**config.mk**
```make
export PLATFORM = sky130hd
export DESIGN_NAME = oam_dma_engine
export DESIGN_NICKNAME = d
export VERILOG_FILES = /design/src/rtl/oam_dma_engine.sv
export SDC_FILE = /design/constraint.sdc
export NUM_CORES = 1
export LEC_CHECK = 0
export CAP_MARGIN = 15
export CELL_PAD_IN_SITES_DETAIL_PLACEMENT = 1
export CELL_PAD_IN_SITES_GLOBAL_PLACEMENT = 2
export CORE_ASPECT_RATIO = 0.7
export CORE_UTILIZATION = 31
export CTS_BUF_LIST = sky130_fd_sc_hd__clkbuf_16
export DETAILED_ROUTE_END_ITERATION = 10
export HOLD_SLACK_MARGIN = 0.02
export PLACE_DENSITY = 0.94
export SLEW_MARGIN = 30
export SYNTH_ARGS = -nofsm -noshare
export SYNTH_HDL_FRONTEND = slang
export SYNTH_SLANG_ARGS = --single-unit
```
**constraint.sdc**
```tcl
create_clock -name cpu_clk -period 3.6 [get_ports cpu_clk]
set_clock_uncertainty 0.1 [all_clocks]
set_input_delay 1.08 -clock cpu_clk [delete_from_list [all_inputs] [get_ports cpu_clk]]
set_output_delay 1.08 -clock cpu_clk [all_outputs]
set_load 0.01 [all_outputs]
```
**src/rtl/oam_dma_engine.sv**
```systemverilog
// Sprite-DMA controller: a write to TRIG_ADDR halts the CPU and copies XFER_LEN bytes
// from the selected page to DEST_ADDR. Define OAM_DMA_ALIGN_EN to insert the odd-cycle ALIGN slot.
module oam_dma_engine #(
  parameter int                ADDR_W    = 16,
  parameter int                DATA_W    = 8,
  parameter logic [ADDR_W-1:0] TRIG_ADDR = 16'h4014,
  parameter logic [ADDR_W-1:0] DEST_ADDR = 16'h2004,
  parameter int                XFER_LEN  = 256
) (
  input  logic              cpu_clk,
  input  logic              res_n,
  input  logic [ADDR_W-1:0] bus_addr,
  input  logic              bus_r_w_n,
  input  logic [DATA_W-1:0] bus_din,
  input  logic [DATA_W-1:0] bus_rdata,
  input  logic              cycle_odd,
  output logic              dma_hijack,
  output logic [ADDR_W-1:0] dma_addr,
  output logic              dma_r_w_n,
  output logic [DATA_W-1:0] dma_dout,
  output logic              dma_done
);

  localparam int IDX_W = $clog2(XFER_LEN) + 1;
  localparam logic [IDX_W-1:0] LAST_IDX = IDX_W'(XFER_LEN - 1);

  typedef enum logic [2:0] {
    S_IDLE,
    S_HALT,
    S_ALIGN,
    S_READ,
    S_WRITE,
    S_DONE
  } state_e;

  state_e            state_q, state_d;
  logic [7:0]        page_q, page_d;
  logic [IDX_W-1:0]  idx_q, idx_d;
  logic              hijack_q, hijack_d;
  logic [ADDR_W-1:0] addr_q, addr_d;
  logic              r_w_n_q, r_w_n_d;
  logic [DATA_W-1:0] dout_q, dout_d;
  logic              done_q, done_d;
  logic              trig;
  logic [7:0]        idx_lo;

`ifndef OAM_DMA_ALIGN_EN
  logic unused_cycle_odd;
  assign unused_cycle_odd = cycle_odd;
`endif

  assign trig = !bus_r_w_n && (bus_addr == TRIG_ADDR);

  always_ff @(posedge cpu_clk or negedge res_n) begin
    if (!res_n) begin
      state_q  <= S_IDLE;
      page_q   <= '0;
      idx_q    <= '0;
      hijack_q <= 1'b0;
      addr_q   <= '0;
      r_w_n_q  <= 1'b1;
      dout_q   <= '0;
      done_q   <= 1'b0;
    end else begin
      state_q  <= state_d;
      page_q   <= page_d;
      idx_q    <= idx_d;
      hijack_q <= hijack_d;
      addr_q   <= addr_d;
      r_w_n_q  <= r_w_n_d;
      dout_q   <= dout_d;
      done_q   <= done_d;
    end
  end

  always_comb begin
    state_d = state_q;
    page_d  = page_q;
    idx_d   = idx_q;
    case (state_q)
      S_IDLE: begin
        if (trig) begin
          page_d  = bus_din[7:0];
          idx_d   = '0;
          state_d = S_HALT;
        end
      end
      S_HALT: begin
`ifdef OAM_DMA_ALIGN_EN
        state_d = cycle_odd ? S_ALIGN : S_READ;
`else
        state_d = S_READ;
`endif
      end
      S_ALIGN: state_d = S_READ;
      S_READ:  state_d = S_WRITE;
      S_WRITE: begin
        if (idx_q == LAST_IDX) begin
          state_d = S_DONE;
        end else begin
          idx_d   = idx_q + 1'b1;
          state_d = S_READ;
        end
      end
      S_DONE:  state_d = S_IDLE;
      default: state_d = S_IDLE;
    endcase
  end

  // Outputs are decoded from the next state and registered, so they line up with state_q
  // without any input-to-output combinational path.
  always_comb begin
    idx_lo   = 8'(idx_d);
    hijack_d = state_d inside {S_HALT, S_ALIGN, S_READ, S_WRITE};
    addr_d   = '0;
    r_w_n_d  = 1'b1;
    done_d   = (state_d == S_DONE);
    case (state_d)
      S_READ:  addr_d = ADDR_W'({page_d, idx_lo});
      S_WRITE: begin
        addr_d  = DEST_ADDR;
        r_w_n_d = 1'b0;
      end
      default: ;
    endcase
    if (state_q == S_READ) begin
      dout_d = bus_rdata;
    end else if (hijack_d) begin
      dout_d = dout_q;
    end else begin
      dout_d = '0;
    end
  end

  assign dma_hijack = hijack_q;
  assign dma_addr   = addr_q;
  assign dma_r_w_n  = r_w_n_q;
  assign dma_dout   = dout_q;
  assign dma_done   = done_q;

endmodule

```
==> run metrics, run 1 <==
synthesized net count=204; Final Max Tran Viols=0; met1 Use GR=20.0%; total gr overflow=0; clock tree from TritonCTS=yes; Pleak=1.23 nW; cts hold-fix bufs=0; Synth Register Bits=47; clock period minus worst slack=2.90 ns; Req. time, crit path=3.63 ns; HPWL after detailed placement=3220 um; Detailed Route Iter0 Violations=57; Die Width=98.1 um; critical path's top delay family=simple AND/OR/NAND/NOR gates; setup_tns=0 ns; IO Port Bufs=61; Clock transition at path regs=0.06 ns; initial antenna violation count=0; die area=6800 sq um; Sw Pwr=0.000207 W; met2 Use GR=22.8%; top cells by area, synth=dfrtp_1 57%, a22o_1 3.9%, mux2_1 3.4%; PwrDens=363 nW/um^2; setup bufs post-CTS=0; sequential share of power=51.7%; VDD IR-drop max=0.224 mV; Yosys top cell by area=dfrtp_1; diodes inserted=0; clk buf depth=2; Max-Cap Viols=0; status=finished, violations left; critical path class=in -> reg; first-pass GRT wire length=8010 um; clock sink total=47; failing checks=DRC; I/O pin count=63; Final setup viols=0; worst slew pin tran=0.797 ns; Final nets=266; worst hold path type=reg -> reg; CP max-delay cell=clkdlybuf4s50_1; Critical Path Start Type=input pin; TritonCTS buffer count=5; Avg Inst Size Synth=12.0 sq um; starting density of the core=32.1%; Syn Inst Count=167; Synth Flop Type=dfrtp_1; Cell variety after synth=45; chip height=69.3 um; Detailed Routing Iterations Pass 1=7; Arrival @ worst endpoint=2.93 ns; CP Cell Sequence=clkdlybuf4s50_1, nor4b_2, nand3_1, nor3_2, buf_4, mux2_1, nor2b_1; share of cells above drive strength 1=9.57%; most frequent cells after synthesis=46 x dfrtp_1, 15 x nor2_1, 11 x a21oi_1, 11 x nand2_1, 10 x nor2b_1; final antenna-violating net count=0; Slowest Stage Delay on Critical Path=0.41 ns; clk_lat worst skew=0.28 ns; Gate power share=5.0%; DR vias=1530; Root Driver=clkbuf_16; P&R area growth vs syn=40.4%; FILL cells=676; worst hold margin=0.373 ns; core area=6250 sq um; GR Util met3=5.75%; Worst setup EP type=register; relative max-transition margin=46.7%; P_int=0.000815 W; Warnings, synthesis=0; via/cell ratio=4.97; Worst Path Max Fanout=11; # rows=24; Resized cells post-CTS=0; RSZ-0062 raised after global routing=false; asr flop ratio synth=100%; number of flops mapped to enable cells by yosys=0; Net Sw Frac=20.2%; vias in the first global route=1575; CTS H-tree lvls=2; Tcrit/Tclk final=80.6%; largest net degree at the start of global routing=48; Final Wtd Congestion=0.747; area of the mapped netlist=2000 sq um; Buf+Inv Stages, Crit Path=2; Hold Violations, Final=0; Avg WL per Cell=15.3 um; Clock power frac=43.2%; WL final=4720 um; top-area cell type share of the netlist area=57.4%; global route hottest layer=met2; FMAX=345 MHz; DRC=7; most common cell in the synthesized netlist=dfrtp_1; sequential share of the synthesized area=58.7%; GRT Total Usage=15.1%
[registers in the layout (all words and copies together), names as in the netlist]
name and cells:
dma_addr 16, idx_q 9, dma_dout 8, dma_hijack 1, dma_r_w_n 1, page_q 8
state_q 3, dma_done 1
[area by class of cell]
class | count | area [sq um] | share of cell area, %
sequential | 47 | 1180 | 41.8
multi-input combinational | 111 | 777 | 27.6
timing repair buffer | 62 | 616 | 21.9
clock buffer | 5 | 125 | 4.44
tap | 78 | 97.6 | 3.47
clock inverter | 3 | 15.0 | 0.533
inverter | 2 | 7.51 | 0.267
[cells by family (layout without fill, tap and decap cells)]
group | count (synthesis) | after routing | synth area share [%]
DFF | 47 | 47 | 58.7
buffers and inverters | 9 | 72 | 2.50
xor gates and xnor gates | 1 | 1 | 0.437
muxes | 8 | 8 | 4.43
AOI/OAI and AO/OA | 39 | 39 | 14.7
adders and majority gates | 1 | 1 | 0.624
and+or+nand+nor | 62 | 62 | 18.6
[power groups by stage]
stage                     Clock, W  Combinational [W]  Sequential (W)
final                     0.000442          0.0000512        0.000528
after global routing      0.000476          0.0000562        0.000528
after CTS                 0.000453          0.0000528        0.000528
after detailed placement         0          0.0000525        0.000538
after global placement           0          0.0000509        0.000538
after floorplan                  0         0.00000332        0.000538
[stage by stage]
step | instance area (sq um) | instances | total power [W] | utilization (%) | setup slack [ns]
floorplan | 2000 | 167 | 0.000542 | - | 1.06
global placement | 2670 | 300 | 0.000589 | 42.8 | 0.470
detailed placement | 2680 | 300 | 0.000591 | 42.8 | 0.363
CTS | 2820 | 308 | 0.00103 | 45.1 | 0.655
global route | 2820 | 308 | 0.00106 | 45.1 | 0.516
finish | 2820 | 308 | 0.00102 | 45.1 | 0.699
[placed cells by master (no fill, tap or decap), types with 2 or more instances in the layout]
| cell | synthesis | routed |
|---|---|---|
| clkdlybuf4s50_1 | 0 | 60 |
| dfrtp_1 | 46 | 46 |
| nor2_1 | 15 | 15 |
| nand2_1 | 11 | 11 |
| a21oi_1 | 11 | 11 |
| nor2b_1 | 10 | 10 |
| a22o_1 | 9 | 9 |
| mux2_1 | 6 | 6 |
| clkbuf_16 | 0 | 5 |
| nor3_1 | 4 | 4 |
| nor3_2 | 3 | 3 |
| nor4b_2 | 3 | 3 |
| nand3_1 | 3 | 3 |
| o21ai_0 | 3 | 3 |
| nand2b_1 | 2 | 2 |
| nor3b_2 | 2 | 2 |
| and2_1 | 2 | 2 |
| o21a_1 | 2 | 2 |
| or2_1 | 2 | 2 |
| o211a_1 | 2 | 2 |
| o21ba_1 | 2 | 2 |
| clkinv_1 | 0 | 2 |
| buf_4 | 2 | 2 |
[worst paths after layout]
kind	start	end	slack (ns)	depth (start not counted)
worst min-delay path	page_q[0]	page_q[0]	0.37	1
max in group asynchronous	res_n	dma_addr[7]	2.29	1
worst min register to register	page_q[0]	page_q[0]	0.37	1
worst max register to register	idx_q[0]	dma_addr[0]	1.24	6
min in group asynchronous	res_n	page_q[3]	0.70	1
worst max-delay path	bus_addr[7]	dma_addr[14]	0.70	7
[layer usage]
layer,routed length [um],share of wire (%)
met5,0,0
met4,51,1.1
met3,420,8.9
met2,2170,46
met1,2080,44
Note: power is estimated with default switching activity, not from simulation.
==> inputs of run 2 (changes only) <==
- CORE_UTILIZATION: 31 -> 29
- PLACE_DENSITY: 0.94 -> 0.9
- clock period: 3.6 -> 2.7 ns (I/O delays scaled with it)
==> run 2 against run 1 <==
- the flow now finishes without violations
- sequential share of layout area fell by 2.4 points
- final area grew 6.2%
- register-to-register slack worse by 0.76 ns
- sequential power increased by 33%
- setup slack lost 0.63 ns
- non-clock buffer count increased by 10
- critical endpoint is now dma_addr[5]
==> run metrics, run 2 (synthesis gave the netlist of run 1 again) <==
final worst slack=0.0726 ns; relative max-transition margin=62.7%; Detailed Routing Iterations Pass 1=4; placed cell count=322; commonest non-fill, non-tap cell in the layout=clkdlybuf4s50_1; CTS H-tree lvls=2; TritonCTS buffer count=5; Die Width=101 um; FILL cells=698; status=complete, no violations; clock sink total=47; Max-Cap Viols=0; Final setup viols=0; clock tree from TritonCTS=yes; final std cells w/o fill=331; diodes inserted=0; Worst setup EP type=register; final antenna-violating net count=0; Root Driver=clkbuf_16; CP Cell Sequence=clkdlybuf4s50_1, nor4b_4, nand3_1, buf_4, o41a_1, a22o_1, nor2b_1; Worst Path Max Fanout=5; worst slew pin tran=0.557 ns; vias in the first global route=1673; critical path depth=7; cell count of the worst reg-to-reg path=7; Multi-input gate area=795 sq um; core area=6460 sq um; HPWL after detailed placement=3540 um; P&R area growth vs syn=49.2%; Pleak=1.32 nW; Critical Path Start Type=input pin; share of cells above drive strength 1=14.2%; clock period minus worst slack=2.63 ns; Final Util=46.3%; initial antenna violation count=0; VDD IR-drop max=0.315 mV; Final Wtd Congestion=0.781; chip height=71.6 um; WL final=4960 um; Largest register FFs=16; FMAX=381 MHz; worst hold path type=in -> async; met3 WL=305 um; Slowest Stage Delay on Critical Path=0.45 ns; DRC=0; critical path's top delay family=compound AO/OA/AOI/OAI gates; Final nets=276; CP max-delay cell=clkdlybuf4s50_1; Sequential cell area=1180 sq um; Hold Violations, Final=0; first-pass GRT wire length=8090 um; leading cell types in the layout, fill and taps excluded=60 x clkdlybuf4s50_1, 46 x dfrtp_1, 15 x nor2_1; DRT met1 WL=2270 um; Arrival @ worst endpoint=2.71 ns; critical path class=in -> reg; starting density of the core=31.0%; Buf+Inv Stages, Crit Path=2; met2 WL=2330 um; highest routed metal layer=met4; IO Port Bufs=61; GRT Total Usage=14.7%; DR vias=1560; clk_lat worst skew=0.29 ns; Total Power=0.00157 W; post-place setup slack=-0.200 ns; via/cell ratio=4.71; Req. time, crit path=2.78 ns; Avg WL per Cell=15.0 um; total gr overflow=0; I/O pin count=63; die area=7250 sq um; Final Max Tran Viols=0; Clock transition at path regs=0.07 ns; clk buf depth=2; # rows=24; Tcrit/Tclk final=97.3%; largest net degree at the start of global routing=32; Detailed Route Iter0 Violations=89; PwrDens=525 nW/um^2
run 2: layout make-up:
type,instances,area share [%]
repair buffers,72,23.6
well taps,91,3.81
inverters,2,0.251
multi-input cells,111,26.6
clock buffers,5,4.18
flip-flops and latches,47,39.4
clock inverters,3,2.26
run 2: worst paths after layout:
kind / slack [ns] / startpoint / endpoint
worst max-delay path: 0.07 / bus_addr[1] / dma_addr[5]
worst min-delay path: 0.35 / res_n / page_q[3]
worst max register to register: 0.48 / idx_q[0] / dma_addr[6]
worst min register to register: 0.38 / page_q[3] / page_q[3]
max in group asynchronous: 1.58 / res_n / dma_r_w_n
min in group cpu_clk: 0.38 / page_q[3] / page_q[3]
run 2: power by group:
group	switching [W]	total [W]	internal [W]
logic	0.0000253	0.0000754	0.0000501
clock network	0.000260	0.000790	0.000530
registers	0.000000152	0.000704	0.000704
total	0.000285	0.00157	0.00128
run 2: per-stage QoR:
step	area, sq um	TNS [ns]	hold WS [ns]
6_report	2990	0	0.348
4_1_cts	2960	0	0.367
3_5_place_dp	2770	-1.72	0.364
2_1_floorplan	2000	0	0.343
3_3_place_gp	2770	-1.12	0.358
5_1_grt	2990	-0.00498	0.376
run 2: routing by layer:
layer  GRT usage [%]  up-vias
li1                -      733
met1            19.0      781
met2            24.1       41
met3            4.00        5
met4            4.83        0
met5               0        -
run 2: repair_timing:
action,4_1_cts,5_1_grt
resized for setup,0,3
endpoints found under the hold margin,0,0
buffers inserted,0,1
hold buffers,0,0
endpoints found under the setup margin,0,6
==> inputs of run 3 (changes only) <==
- SLEW_MARGIN: 30 -> 0
==> results of run 3 <==
Same layout as run 2: the final DEF is identical, and so are final timing and power.
